$ cat config.mk
export PLATFORM = sky130hd
export DESIGN_NAME = hash_cmd_issuer_flat
export DESIGN_NICKNAME = d
export VERILOG_FILES = /design/src/rtl/hash_cmd_issuer_pkg.sv /design/src/rtl/hash_cmd_issuer_if.sv /design/src/rtl/hash_cmd_issuer_sync_cmd_fifo.sv /design/src/rtl/hash_cmd_issuer.sv /design/src/flat_wrapper.sv
export SDC_FILE = /design/constraint.sdc
export NUM_CORES = 1
export LEC_CHECK = 0
export ABC_CLOCK_PERIOD_IN_PS = 7900
export BUFFER_PORTS_ARGS = -buffer_cell sky130_fd_sc_hd__buf_2
export CAP_MARGIN = 20
export CORE_UTILIZATION = 60
export CTS_CLUSTER_DIAMETER = 200
export CTS_CLUSTER_SIZE = 20
export DETAILED_ROUTE_END_ITERATION = 8
export PLACE_DENSITY = 0.84
export SLEW_MARGIN = 5
export SYNTH_ARGS = -nofsm -noshare
export SYNTH_HDL_FRONTEND = slang
export SYNTH_HIERARCHICAL = 1
export SYNTH_SLANG_ARGS = --single-unit
export TNS_END_PERCENT = 1
$ cat constraint.sdc
create_clock -name clk -period 7.9 [get_ports clk]
set_input_delay 0 -clock clk [delete_from_list [all_inputs] [get_ports clk]]
set_output_delay 0 -clock clk [all_outputs]
set_load 0.02 [all_outputs]
$ cat src/rtl/hash_cmd_issuer_pkg.sv
// Shared opcode encodings, command word geometry and the command packer
// for the hash table command issuer.
package hash_cmd_pkg;

  localparam int OP_WIDTH    = 2;
  localparam int CMD_WIDTH   = 32;
  localparam int FIELD_WIDTH = CMD_WIDTH - OP_WIDTH;

  localparam logic [OP_WIDTH-1:0] OP_INSERT = 2'b10;
  localparam logic [OP_WIDTH-1:0] OP_LOOKUP = 2'b01;

  typedef enum logic [OP_WIDTH-1:0] {
    HOP_ILLEGAL0 = 2'b00,
    HOP_LOOKUP   = OP_LOOKUP,
    HOP_INSERT   = OP_INSERT,
    HOP_ILLEGAL3 = 2'b11
  } hash_op_t;

  // Key and data arrive zero-extended to the full field width; the key sits
  // directly above a data field that is data_width bits wide. Lookups carry
  // no payload, so their data bits are packed as zero.
  function automatic logic [CMD_WIDTH-1:0] pack_cmd(
    input hash_op_t               op,
    input logic [FIELD_WIDTH-1:0] key,
    input logic [FIELD_WIDTH-1:0] data,
    input int unsigned            data_width
  );
    logic [FIELD_WIDTH-1:0] fld;
    fld = key << data_width;
    if (op != HOP_LOOKUP) fld = fld | data;
    return {op, fld};
  endfunction

endpackage

$ cat src/rtl/hash_cmd_issuer_if.sv
// Producer-side command fields, table-side issue handshake and debug status
// of the hash command issuer, bundled as one interface.
interface hash_cmd_issuer_if #(
  parameter int KEY_WIDTH  = 3,
  parameter int DATA_WIDTH = 27,
  parameter int FIFO_DEPTH = 4
);
  import hash_cmd_pkg::*;

  logic                          flush_i;
  logic [OP_WIDTH-1:0]           cmd_op_i;
  logic [KEY_WIDTH-1:0]          cmd_key_i;
  logic [DATA_WIDTH-1:0]         cmd_data_i;
  logic                          cmd_valid_i;
  logic                          cmd_ready_o;
  logic [CMD_WIDTH-1:0]          m_data_o;
  logic                          m_valid_o;
  logic                          m_ready_i;
  logic [$clog2(FIFO_DEPTH):0]   level_o;
  logic [15:0]                   ins_count_o;
  logic [15:0]                   lkp_count_o;
  logic [15:0]                   drop_count_o;

  // Host/table side: drives commands and the table ready, observes the rest.
  modport master (
    output flush_i, cmd_op_i, cmd_key_i, cmd_data_i, cmd_valid_i, m_ready_i,
    input  cmd_ready_o, m_data_o, m_valid_o, level_o,
           ins_count_o, lkp_count_o, drop_count_o
  );

  // Issuer side.
  modport slave (
    input  flush_i, cmd_op_i, cmd_key_i, cmd_data_i, cmd_valid_i, m_ready_i,
    output cmd_ready_o, m_data_o, m_valid_o, level_o,
           ins_count_o, lkp_count_o, drop_count_o
  );

endinterface

$ cat src/rtl/hash_cmd_issuer_sync_cmd_fifo.sv
// Single-clock circular command buffer. Pointers carry an extra wrap bit so
// full and empty are distinguishable with every entry in use.
module sync_cmd_fifo
  import hash_cmd_pkg::*;
#(
  parameter int WIDTH = CMD_WIDTH,
  parameter int DEPTH = 4
) (
  input  logic                     clk,
  input  logic                     reset,
  input  logic                     i_flush,
  input  logic                     i_push,
  input  logic [WIDTH-1:0]         i_data,
  input  logic                     i_pop,
  output logic [WIDTH-1:0]         o_data,
  output logic                     o_full,
  output logic                     o_empty,
  output logic [$clog2(DEPTH):0]   o_level
);

  localparam int AW = $clog2(DEPTH);
  localparam logic [AW:0] PTR_ONE = {{AW{1'b0}}, 1'b1};

  logic [WIDTH-1:0] r_mem [DEPTH];
  logic [AW:0]      r_wptr;
  logic [AW:0]      r_rptr;
  logic             w_do_push;
  logic             w_do_pop;

  assign o_full    = (r_wptr[AW-1:0] == r_rptr[AW-1:0]) && (r_wptr[AW] != r_rptr[AW]);
  assign o_empty   = (r_wptr == r_rptr);
  assign o_level   = r_wptr - r_rptr;
  assign o_data    = r_mem[r_rptr[AW-1:0]];
  assign w_do_push = i_push && !o_full;
  assign w_do_pop  = i_pop && !o_empty;

  // Pointer update; a flush returns both pointers to zero, discarding contents.
  always_ff @(posedge clk or posedge reset) begin
    if (reset) begin
      r_wptr <= '0;
      r_rptr <= '0;
    end else if (i_flush) begin
      r_wptr <= '0;
      r_rptr <= '0;
    end else begin
      if (w_do_push) r_wptr <= r_wptr + PTR_ONE;
      if (w_do_pop)  r_rptr <= r_rptr + PTR_ONE;
    end
  end

  // Entry storage; contents are only meaningful between the pointers.
  always_ff @(posedge clk) begin
    if (w_do_push) r_mem[r_wptr[AW-1:0]] <= i_data;
  end

endmodule

$ cat src/rtl/hash_cmd_issuer.sv
// Command stage ahead of the hash table: decodes and packs producer commands,
// drops illegal opcodes, buffers legal commands and counts each kind.
module hash_cmd_issuer
  import hash_cmd_pkg::*;
#(
  parameter int KEY_WIDTH  = 3,
  parameter int DATA_WIDTH = 27,
  parameter int FIFO_DEPTH = 4
) (
  input logic               clk,
  input logic               reset,
  hash_cmd_issuer_if.slave  bus
);

  if (OP_WIDTH + KEY_WIDTH + DATA_WIDTH != CMD_WIDTH) begin : g_bad_width
    $error("hash_cmd_issuer: 2 + KEY_WIDTH + DATA_WIDTH must equal 32");
  end
  if ((FIFO_DEPTH < 2) || ((FIFO_DEPTH & (FIFO_DEPTH - 1)) != 0)) begin : g_bad_depth
    $error("hash_cmd_issuer: FIFO_DEPTH must be a power of two >= 2");
  end

  function automatic logic [15:0] sat_inc(input logic [15:0] v);
    return (v == 16'hFFFF) ? v : v + 16'd1;
  endfunction

  hash_op_t                  w_op;
  logic                      w_legal;
  logic                      w_accept;
  logic                      w_push;
  logic                      w_pop;
  logic                      w_full;
  logic                      w_empty;
  logic [CMD_WIDTH-1:0]      w_word;
  logic [CMD_WIDTH-1:0]      w_head;
  logic [15:0]               r_ins_cnt;
  logic [15:0]               r_lkp_cnt;
  logic [15:0]               r_drop_cnt;

  assign w_op     = hash_op_t'(bus.cmd_op_i);
  assign w_legal  = (w_op == HOP_INSERT) || (w_op == HOP_LOOKUP);
  assign w_accept = bus.cmd_valid_i && bus.cmd_ready_o;
  assign w_push   = w_accept && w_legal;
  assign w_pop    = bus.m_valid_o && bus.m_ready_i;
  assign w_word   = pack_cmd(w_op, FIELD_WIDTH'(bus.cmd_key_i),
                             FIELD_WIDTH'(bus.cmd_data_i), DATA_WIDTH);

  // Ready depends only on registered fullness and flush, never on m_ready_i.
  assign bus.cmd_ready_o  = !w_full && !bus.flush_i;
  assign bus.m_valid_o    = !w_empty;
  assign bus.m_data_o     = w_empty ? '0 : w_head;
  assign bus.ins_count_o  = r_ins_cnt;
  assign bus.lkp_count_o  = r_lkp_cnt;
  assign bus.drop_count_o = r_drop_cnt;

  sync_cmd_fifo #(
    .WIDTH (CMD_WIDTH),
    .DEPTH (FIFO_DEPTH)
  ) u_fifo (
    .clk     (clk),
    .reset   (reset),
    .i_flush (bus.flush_i),
    .i_push  (w_push),
    .i_data  (w_word),
    .i_pop   (w_pop),
    .o_data  (w_head),
    .o_full  (w_full),
    .o_empty (w_empty),
    .o_level (bus.level_o)
  );

  // Saturating per-type counters, bumped at the accepting edge; flush keeps them.
  always_ff @(posedge clk or posedge reset) begin
    if (reset) begin
      r_ins_cnt  <= '0;
      r_lkp_cnt  <= '0;
      r_drop_cnt <= '0;
    end else if (w_accept) begin
      if (w_op == HOP_INSERT)      r_ins_cnt  <= sat_inc(r_ins_cnt);
      else if (w_op == HOP_LOOKUP) r_lkp_cnt  <= sat_inc(r_lkp_cnt);
      else                         r_drop_cnt <= sat_inc(r_drop_cnt);
    end
  end

endmodule

$ cat src/flat_wrapper.sv
// flat-port wrapper written by rule: the top's interface ports become plain ports
module hash_cmd_issuer_flat import hash_cmd_pkg::*;
#(
  parameter int KEY_WIDTH  = 3,
  parameter int DATA_WIDTH = 27,
  parameter int FIFO_DEPTH = 4
)
  (clk, reset, bus_flush_i, bus_cmd_op_i, bus_cmd_key_i, bus_cmd_data_i, bus_cmd_valid_i, bus_m_ready_i, bus_cmd_ready_o, bus_m_data_o, bus_m_valid_o, bus_level_o, bus_ins_count_o, bus_lkp_count_o, bus_drop_count_o);
  hash_cmd_issuer_if #(.KEY_WIDTH(KEY_WIDTH), .DATA_WIDTH(DATA_WIDTH), .FIFO_DEPTH(FIFO_DEPTH)) bus_i ();
  input logic clk;
  input logic reset;
  input wire logic [$bits(bus_i.flush_i)-1:0] bus_flush_i;
  input wire logic [$bits(bus_i.cmd_op_i)-1:0] bus_cmd_op_i;
  input wire logic [$bits(bus_i.cmd_key_i)-1:0] bus_cmd_key_i;
  input wire logic [$bits(bus_i.cmd_data_i)-1:0] bus_cmd_data_i;
  input wire logic [$bits(bus_i.cmd_valid_i)-1:0] bus_cmd_valid_i;
  input wire logic [$bits(bus_i.m_ready_i)-1:0] bus_m_ready_i;
  output wire logic [$bits(bus_i.cmd_ready_o)-1:0] bus_cmd_ready_o;
  output wire logic [$bits(bus_i.m_data_o)-1:0] bus_m_data_o;
  output wire logic [$bits(bus_i.m_valid_o)-1:0] bus_m_valid_o;
  output wire logic [$bits(bus_i.level_o)-1:0] bus_level_o;
  output wire logic [$bits(bus_i.ins_count_o)-1:0] bus_ins_count_o;
  output wire logic [$bits(bus_i.lkp_count_o)-1:0] bus_lkp_count_o;
  output wire logic [$bits(bus_i.drop_count_o)-1:0] bus_drop_count_o;
  assign bus_i.flush_i = bus_flush_i;
  assign bus_i.cmd_op_i = bus_cmd_op_i;
  assign bus_i.cmd_key_i = bus_cmd_key_i;
  assign bus_i.cmd_data_i = bus_cmd_data_i;
  assign bus_i.cmd_valid_i = bus_cmd_valid_i;
  assign bus_i.m_ready_i = bus_m_ready_i;
  assign bus_cmd_ready_o = bus_i.cmd_ready_o;
  assign bus_m_data_o = bus_i.m_data_o;
  assign bus_m_valid_o = bus_i.m_valid_o;
  assign bus_level_o = bus_i.level_o;
  assign bus_ins_count_o = bus_i.ins_count_o;
  assign bus_lkp_count_o = bus_i.lkp_count_o;
  assign bus_drop_count_o = bus_i.drop_count_o;
  hash_cmd_issuer #(.KEY_WIDTH(KEY_WIDTH), .DATA_WIDTH(DATA_WIDTH), .FIFO_DEPTH(FIFO_DEPTH)) u_core (.clk(clk), .reset(reset), .bus(bus_i));
endmodule
==> impl_results.md, run 1 <==
- Final Max Tran Viols: 0
- Power Dens Cells: 263.4 nW/um^2
- Final #Nets: 728
- Most common cell after layout, fill and taps aside: edfxtp_1
- CTS root buffer: clkbuf_16
- Initial DRC Count: 428
- Inserted Clock Buffers: 17
- Setup TNS: 0 ns
- Post-place instance area: 8741 um^2
- I/O pin total: 122
- Max_cap viols: 0
- Ys async rst share: 29.67%
- HP Class: in2async
- Required @ worst endpoint: 7.95 ns
- Adder-cell area share of the yosys netlist: 2.132%
- Syn_nets: 576
- Crit. path cell count: 7
- Die W: 117.3 um
- Global-route usage over all layers: 24.88%
- CTS tree: built
- RSZ-0062 raised after global routing: false
- Remaining antenna violation count: 0
- Clk slew on worst S/H paths: 0.06 ns
- Global-route wire length before repair: 25960 um
- Cells after synthesis: 526
- Crit start category: flip-flop
- Placeable Area: 12770 um^2
- Final Hold Vio Count: 0
- Final setup vio count: 0
- Achievable Freq: 295.8 MHz
- Buffers on Ports: 121
- Crit path max-delay family: simple AND/OR/NAND/NOR gates
- Setup CP Type: reg2reg
- Tcrit/Tclk final: 42.79%
- H-Tree Depth: 4
- Via density: 5.784
- Worst EP arrival: 3.43 ns
- Yosys Warn Count: 6
- Multiplexer share of the synthesized area: 9.592%
- Layout cells sized above 1: 29.17%
- Total gr overflow: 0
- Clk buf depth: 2
- Worst-Margin Slew: 1.004 ns
- Vias: 4980
- Max stage delay cell, worst path: and2_2
- Antenna cell count: 0
- Final std cell area, no fill: 9585 um^2
- Worst rel slew slack: 32.44%
- Crit. End Element: flip-flop
- Vias in the first global route: 4998
- CP max stage delay: 0.76 ns
- Status: complete, no violations
- Clk_lat worst skew: 0.42 ns
- Layout fillers: 785
- Num Clock Sinks: 182
- FP Rows: 41
- Synth Area in Simple Gates: 15.09%
- Final Skew: 0.007322 ns
- Initial antenna violation count: 0
- XOR/XNOR share of the synthesized area: 4.828%
- Minimum clock period: 3.381 ns
- DIE AREA: 13770 um^2
- Post-synth cell types: 50
- Total power draw: 0.002525 W
- Largest family of logic cells by synthesized area: simple AND/OR/NAND/NOR gates
- DRC: 0
- Starting Density: 62.49%
- WP buf/inv: 0
- Pleak: 3.868 nW
- Worst Reg-to-Reg Cells: 7
- Drt wl/cell: 18.85 um
- Syn_area_per_cell: 15.18 um^2
- Top FF cell, synth: edfxtp_1
- Largest net degree at the start of global routing: 49
- Mapped cell area: 7983 um^2
- Area Overhead vs Synth: 20.08%
- Crit-path max FO: 32
- Synth Area in Compound Gates: 1.379%
- Wirelength, routed: 16230 um
- VDD IR max: 182.0 uV
- Routability cong.: 0.8669
- Commonest non-fill, non-tap cells in the layout: 128 x edfxtp_1, 121 x buf_2, 61 x nor2b_1
- Die Y-Extent: 117.3 um
- Half-perimeter wire length after placement: 9765 um
- Sequential area share after synthesis: 65.08%
- #FFs+latches synth: 182
- Critical-path cell list: xnor2_1 > nor2_1 > nor2_1 > nand2_1 > nor2_1 > o21a_1 > and2_2
- Post-cts resize count: 0
- Router iterations before antenna repair: 4
- Post-synth EDFFs: 128
- CP most frequent cell: nor2_1
## sequential cells by signal, indices dropped and copies added, names as in the netlist
name,cells
u_core/bus.drop_count_o,16
u_core/u_fifo/r_rptr,3
u_core/u_fifo/r_mem,128
u_core/u_fifo/r_wptr,3
u_core/bus.lkp_count_o,16
u_core/bus.ins_count_o,16
## what timing repair did
action	CTS	global route
hold buffers	24	1
endpoints found under the hold margin	139	2
buffers inserted	0	0
## cell usage after synthesis (5+ instances only)
library cell    n  area [um^2]
nor2_1         17        63.81
edfxtp_1      128         3844
nor4_1         19        118.9
and3_1          5        31.28
nand2_1        20        75.07
nor3_1         15        75.07
xor2_1         40        350.3
clkbuf_1       11        41.29
nand3_1        17        85.08
mux4_2         32        720.7
dfrtp_1        54         1351
nor2b_1        61        381.6
inv_1          14        52.55
nand4_1        12        75.07
ha_1           12        150.1
## worst reg2reg max path, delay by kind of cell, from the launching register on
family,cells,cell delay [ns]
AOI/OAI and AO/OA,1,0.24
xor gates and xnor gates,1,0.73
DFF,1,0.42
and+or+nand+nor,5,1.60
## path summary, 6_finish.rpt
path,startpoint,end,slack (ns)
max,u_core/u_fifo/r_rptr[2],u_core/u_fifo/r_mem[2][15],4.52
min,reset,u_core/bus.ins_count_o[2],0.01
max reg2reg,u_core/u_fifo/r_rptr[2],u_core/u_fifo/r_mem[2][15],4.52
min reg2reg,u_core/bus.drop_count_o[15],u_core/bus.drop_count_o[15],0.50
max in group asynchronous,reset,u_core/bus.drop_count_o[7],7.45
min in group clk,bus_cmd_data_i[25],u_core/u_fifo/r_mem[1][25],0.01
## layout make-up
type	count	area, um^2	area share (%)
clock buffer	20	436.7	4.556
clock inverter	10	132.6	1.384
inverter	14	52.55	0.5482
multi-input combinational	311	2641	27.56
sequential	182	5196	54.21
tap	172	215.2	2.245
timing repair buffer	152	910.9	9.503
## cell families (layout without fill, tap and decap cells)
logic type,count (synthesis),count (layout)
multiplexers,36,36
XOR/XNOR,44,44
AND/OR/NAND/NOR,202,202
flip-flops,182,182
AO/OA/AOI/OAI,16,16
adder cells (fa/ha/maj),13,13
buffers and inverters,33,196
## layer usage
metal,track usage (%),part of all wire (%),vias to the layer above
met5,0,0,-
met3,5.642,5.7,20
met2,44.08,53,168
li1,-,-,2296
met1,29.85,40,2496
met4,8.685,1.3,0
## through the flow
stage / hold WS (ns) / instances / setup WS [ns] / utilization (%)
after global routing: 0.006003 / 861 / 4.212 / 75.04
after CTS: 0.00007230 / 858 / 4.558 / 74.77
after global placement: -0.05177 / 804 / 4.778 / 68.43
final: 0.01043 / 861 / 4.519 / 75.04
after floorplan: -0.2090 / 526 / 4.681 / -
after detailed placement: -0.04962 / 804 / 4.581 / 68.43
## power breakdown
| part | total [W] | switching, W | internal, W | leakage, nW |
|---|---|---|---|---|
| Combinational | 0.000582 | 0.000346 | 0.000236 | 1.72 |
| Clock | 0.000817 | 0.000326 | 0.000491 | 0.271 |
| Sequential | 0.00113 | 0.0000515 | 0.00108 | 1.88 |
Note: power is estimated with default switching activity, not from simulation.
==> run 2, diff against run 1 <==
ABC_AREA = 1   (was unset)
ABC_CLOCK_PERIOD_IN_PS = 3100   (was 7900)
CORE_UTILIZATION = 52   (was 60)
PLACE_DENSITY = 0.76   (was 0.84)
clock period = 3.1 ns   (was 7.9 ns; I/O delays follow)
==> run 2 against run 1 <==
Utilization decreased by 11 points. Total power rose by 110%. Synthesized cell count up 81%. Via count up 37%. Non-clock buffer count is 17 higher. Critical path depth is 5 higher. Worst setup slack got worse by 4.3 ns. First-iteration DRC count is 26% higher. Maximum frequency grew 18%. Area after synthesis up 11%. Global-route usage down 3.0 points. Routed wire length rose by 16%. Largest cell class unchanged. Largest power group unchanged. Highest routed layer unchanged.
==> impl_results.md, run 2 <==
- Commonest cells in the synthesized netlist: 205 x nand2_1, 170 x nor2_1, 128 x edfxtp_1
- Placeable Area: 16580 um^2 (+30%)
- Die Y-Extent: 132.5 um (+13%)
- Synth area leader: edfxtp_1
- Crit. End Element: flip-flop
- Half-perimeter wire length after placement: 12110 um (+24%)
- Vias in the first global route: 6309 (+26%)
- Worst rel slew slack: 51.75% (+19 points)
- Router iterations before antenna repair: 5 (+1)
- H-Tree Depth: 4 (unchanged)
- Largest net degree at the start of global routing: 68 (+39%)
- DIE AREA: 17560 um^2 (+28%)
- Max_cap viols: 0 (unchanged)
- Final std cell area, no fill: 10540 um^2 (+10%)
- Top FF cell, synth: edfxtp_1
- Cells after synthesis: 951 (+81%)
- Commonest non-fill, non-tap cells in the layout: 205 x nand2_1, 166 x nor2_1, 128 x edfxtp_1
- Via density: 5.127 (-11%)
- Clk buf depth: 2 (unchanged)
- Initial DRC Count: 541 (+26%)
- Layout fillers: 1381 (+76%)
- #FFs+latches synth: 182 (unchanged)
- Synth area leaders: edfxtp_1 43%, dfrtp_1 15%, nand2_1 8.7%
- VDD IR max: 470.9 uV (+160%)
- Syn_area_per_cell: 9.314 um^2 (-39%)
- Final setup vio count: 0 (unchanged)
- Antenna cell count: 0 (unchanged)
- Achievable Freq: 348.5 MHz (+18%)
- Total gr overflow: 0 (unchanged)
- CTS tree: built
- I/O pin total: 122 (unchanged)
- Clk slew on worst S/H paths: 0.07 ns (about the same)
- Drt wl/cell: 14.12 um (-25%)
- Syn_nets: 1001 (+74%)
- Setup CP Type: reg2reg
- Starting Density: 53.41% (-9.1 points)
- Worst-Margin Slew: 0.7227 ns (-0.2814 ns)
- Clk_lat worst skew: 0.43 ns (about the same)
- Yosys Warn Count: 6 (unchanged)
- Layout Cells excl Fill: 1335 (+55%)
- Total power draw: 0.005339 W (+110%)
- Inserted Clock Buffers: 17 (unchanged)
- Post-synth cell types: 28 (-44%)
- Layout cells sized above 1: 18.03% (-11 points)
- Post-cts resize count: 0 (unchanged)
- Max reg flops: 128 (unchanged)
- Buffers on Ports: 121 (unchanged)
- Wirelength, routed: 18850 um (+16%)
- Post-place instance area: 9651 um^2 (+10%)
- Final Skew: 0.006534 ns (-0.0007878 ns)
- Tcrit/Tclk final: 92.57% (+50 points)
- Global-route wire length before repair: 30170 um (+16%)
- Crit-path max FO: 20 (-38%)
- Post-synth top area share: 43.40% (-4.8 points)
- DRC: 0 (unchanged)
- Routability cong.: 0.8634 (-0.40%)
- Die W: 132.5 um (+13%)
- Ys async rst share: 29.67% (unchanged)
- Setup TNS: 0 ns (unchanged)
- Post-synth EDFFs: 128 (unchanged)
- Most common cell in the netlist: nand2_1
- Area Overhead vs Synth: 19.01%
- Final Hold Vio Count: 0 (unchanged)
- CTS root buffer: clkbuf_16
- Most common cell after layout, fill and taps aside: nand2_1
- Required @ worst endpoint: 3.23 ns (-4.72 ns)
- Final #Nets: 1152 (+58%)
- Initial antenna violation count: 0 (unchanged)
- Global-route usage over all layers: 21.90% (-3.0 points)
- Minimum clock period: 2.870 ns (-0.5111 ns)
- Worst EP arrival: 3.00 ns (-0.43 ns)
- RSZ-0062 raised after global routing: false
- HP Class: in2async
- Vias: 6844 (+37%)
- Mapped cell area: 8857 um^2 (+11%)
- Pleak: 4.691 nW (+21%)
- Placed Cells: 1268 (+58%)
- Num Clock Sinks: 182 (unchanged)
- Status: complete, no violations
- Crit start category: flip-flop
- Power Dens Cells: 506.5 nW/um^2 (+92%)
- Remaining antenna violation count: 0 (unchanged)
- FP Rows: 47 (+15%)
- Final Max Tran Viols: 0 (unchanged)
- Sequential area share after synthesis: 58.65% (-6.4 points)
-- run 2: cell types whose count changed in the layout (fill, tap and decap cells not counted), moves of 21 or more --
cell     previous run  this run
nand3_1            17        50
inv_1              13       111
o21ai_0             2        50
nand2_1            20       205
o22ai_1             0        32
mux4_2             32         0
nor2_1             17       166
nor2b_1            61         0
o21ai_1             0        21
xor2_1             40         9
-- run 2: where the power goes --
part	switching [W]	internal, W	total, W
Sequential	0.0000993	0.00270	0.00280
Combinational	0.000389	0.000213	0.000602
Clock	0.000910	0.00103	0.00194
-- run 2: logic make-up after synthesis --
logic type	count (synthesis)	synth area share, %
AO/OA/AOI/OAI	103	6.272
XOR/XNOR	19	1.879
adder cells (fa/ha/maj)	13	1.921
buffers and inverters	153	7.783
flip-flops	182	58.65
AND/OR/NAND/NOR	481	23.49
-- run 2: final cells by class --
| cell class | count | area, um^2 | share of cell area (%) |
|---|---|---|---|
| clock buffer | 18 | 429.2 | 4.071 |
| inverter | 116 | 435.4 | 4.131 |
| timing repair buffer | 169 | 1101 | 10.45 |
| multi-input combinational | 616 | 3003 | 28.49 |
| tap | 220 | 275.3 | 2.611 |
| clock inverter | 14 | 101.3 | 0.9614 |
| sequential | 182 | 5196 | 49.29 |
-- run 2: timing repair --
item                      in CTS  in global routing
hold endpoints to repair     185                  0
hold buffers                  34                  0
buffers inserted               0                  0
-- run 2: path summary, 6_finish.rpt --
kind                                            start                           to  slack, ns  cells after the start
setup / recovery              u_core/u_fifo/r_wptr[0]    u_core/u_fifo/r_mem[3][7]       0.23                     12
hold / removal                                  reset    u_core/bus.ins_count_o[7]       0.02                      3
setup reg to reg              u_core/u_fifo/r_wptr[0]    u_core/u_fifo/r_mem[3][7]       0.23                     12
hold reg to reg            u_core/bus.ins_count_o[15]   u_core/bus.ins_count_o[15]       0.52                      2
max in group asynchronous                       reset   u_core/bus.lkp_count_o[14]       2.60                      4
min in group clk                      bus_cmd_valid_i  u_core/bus.drop_count_o[10]       0.04                      5
-- run 2: stage by stage --
| stage | util, % | hold WS, ns | setup slack [ns] |
|---|---|---|---|
| 2_1_floorplan | - | -0.2090 | -0.5246 |
| 3_3_place_gp | 58.19 | -0.04791 | 0.3970 |
| 3_5_place_dp | 58.19 | -0.04635 | 0.2762 |
| 4_1_cts | 63.44 | 0.03024 | 0.2585 |
| 5_1_grt | 63.57 | 0.03459 | 0.08856 |
| 6_report | 63.57 | 0.02393 | 0.2304 |
-- run 2: layer usage --
metal	track usage, %	routed length (um)
met5	0	0
met3	4.330	993
met2	37.37	9356
met1	28.15	8270
met4	6.960	229
-- run 2: worst max-delay path: stages, from the launching register on --
cell and delay, ns:
dfrtp_1 0.40, inv_1 0.12, ha_1 0.33, nand2_1 0.07
inv_1 0.06, nand3_2 0.10, inv_1 0.08, nor2_4 0.10
nand2_1 0.11, nor2_1 0.29, nand2_2 0.24, nor2_4 0.41
buf_12 0.23
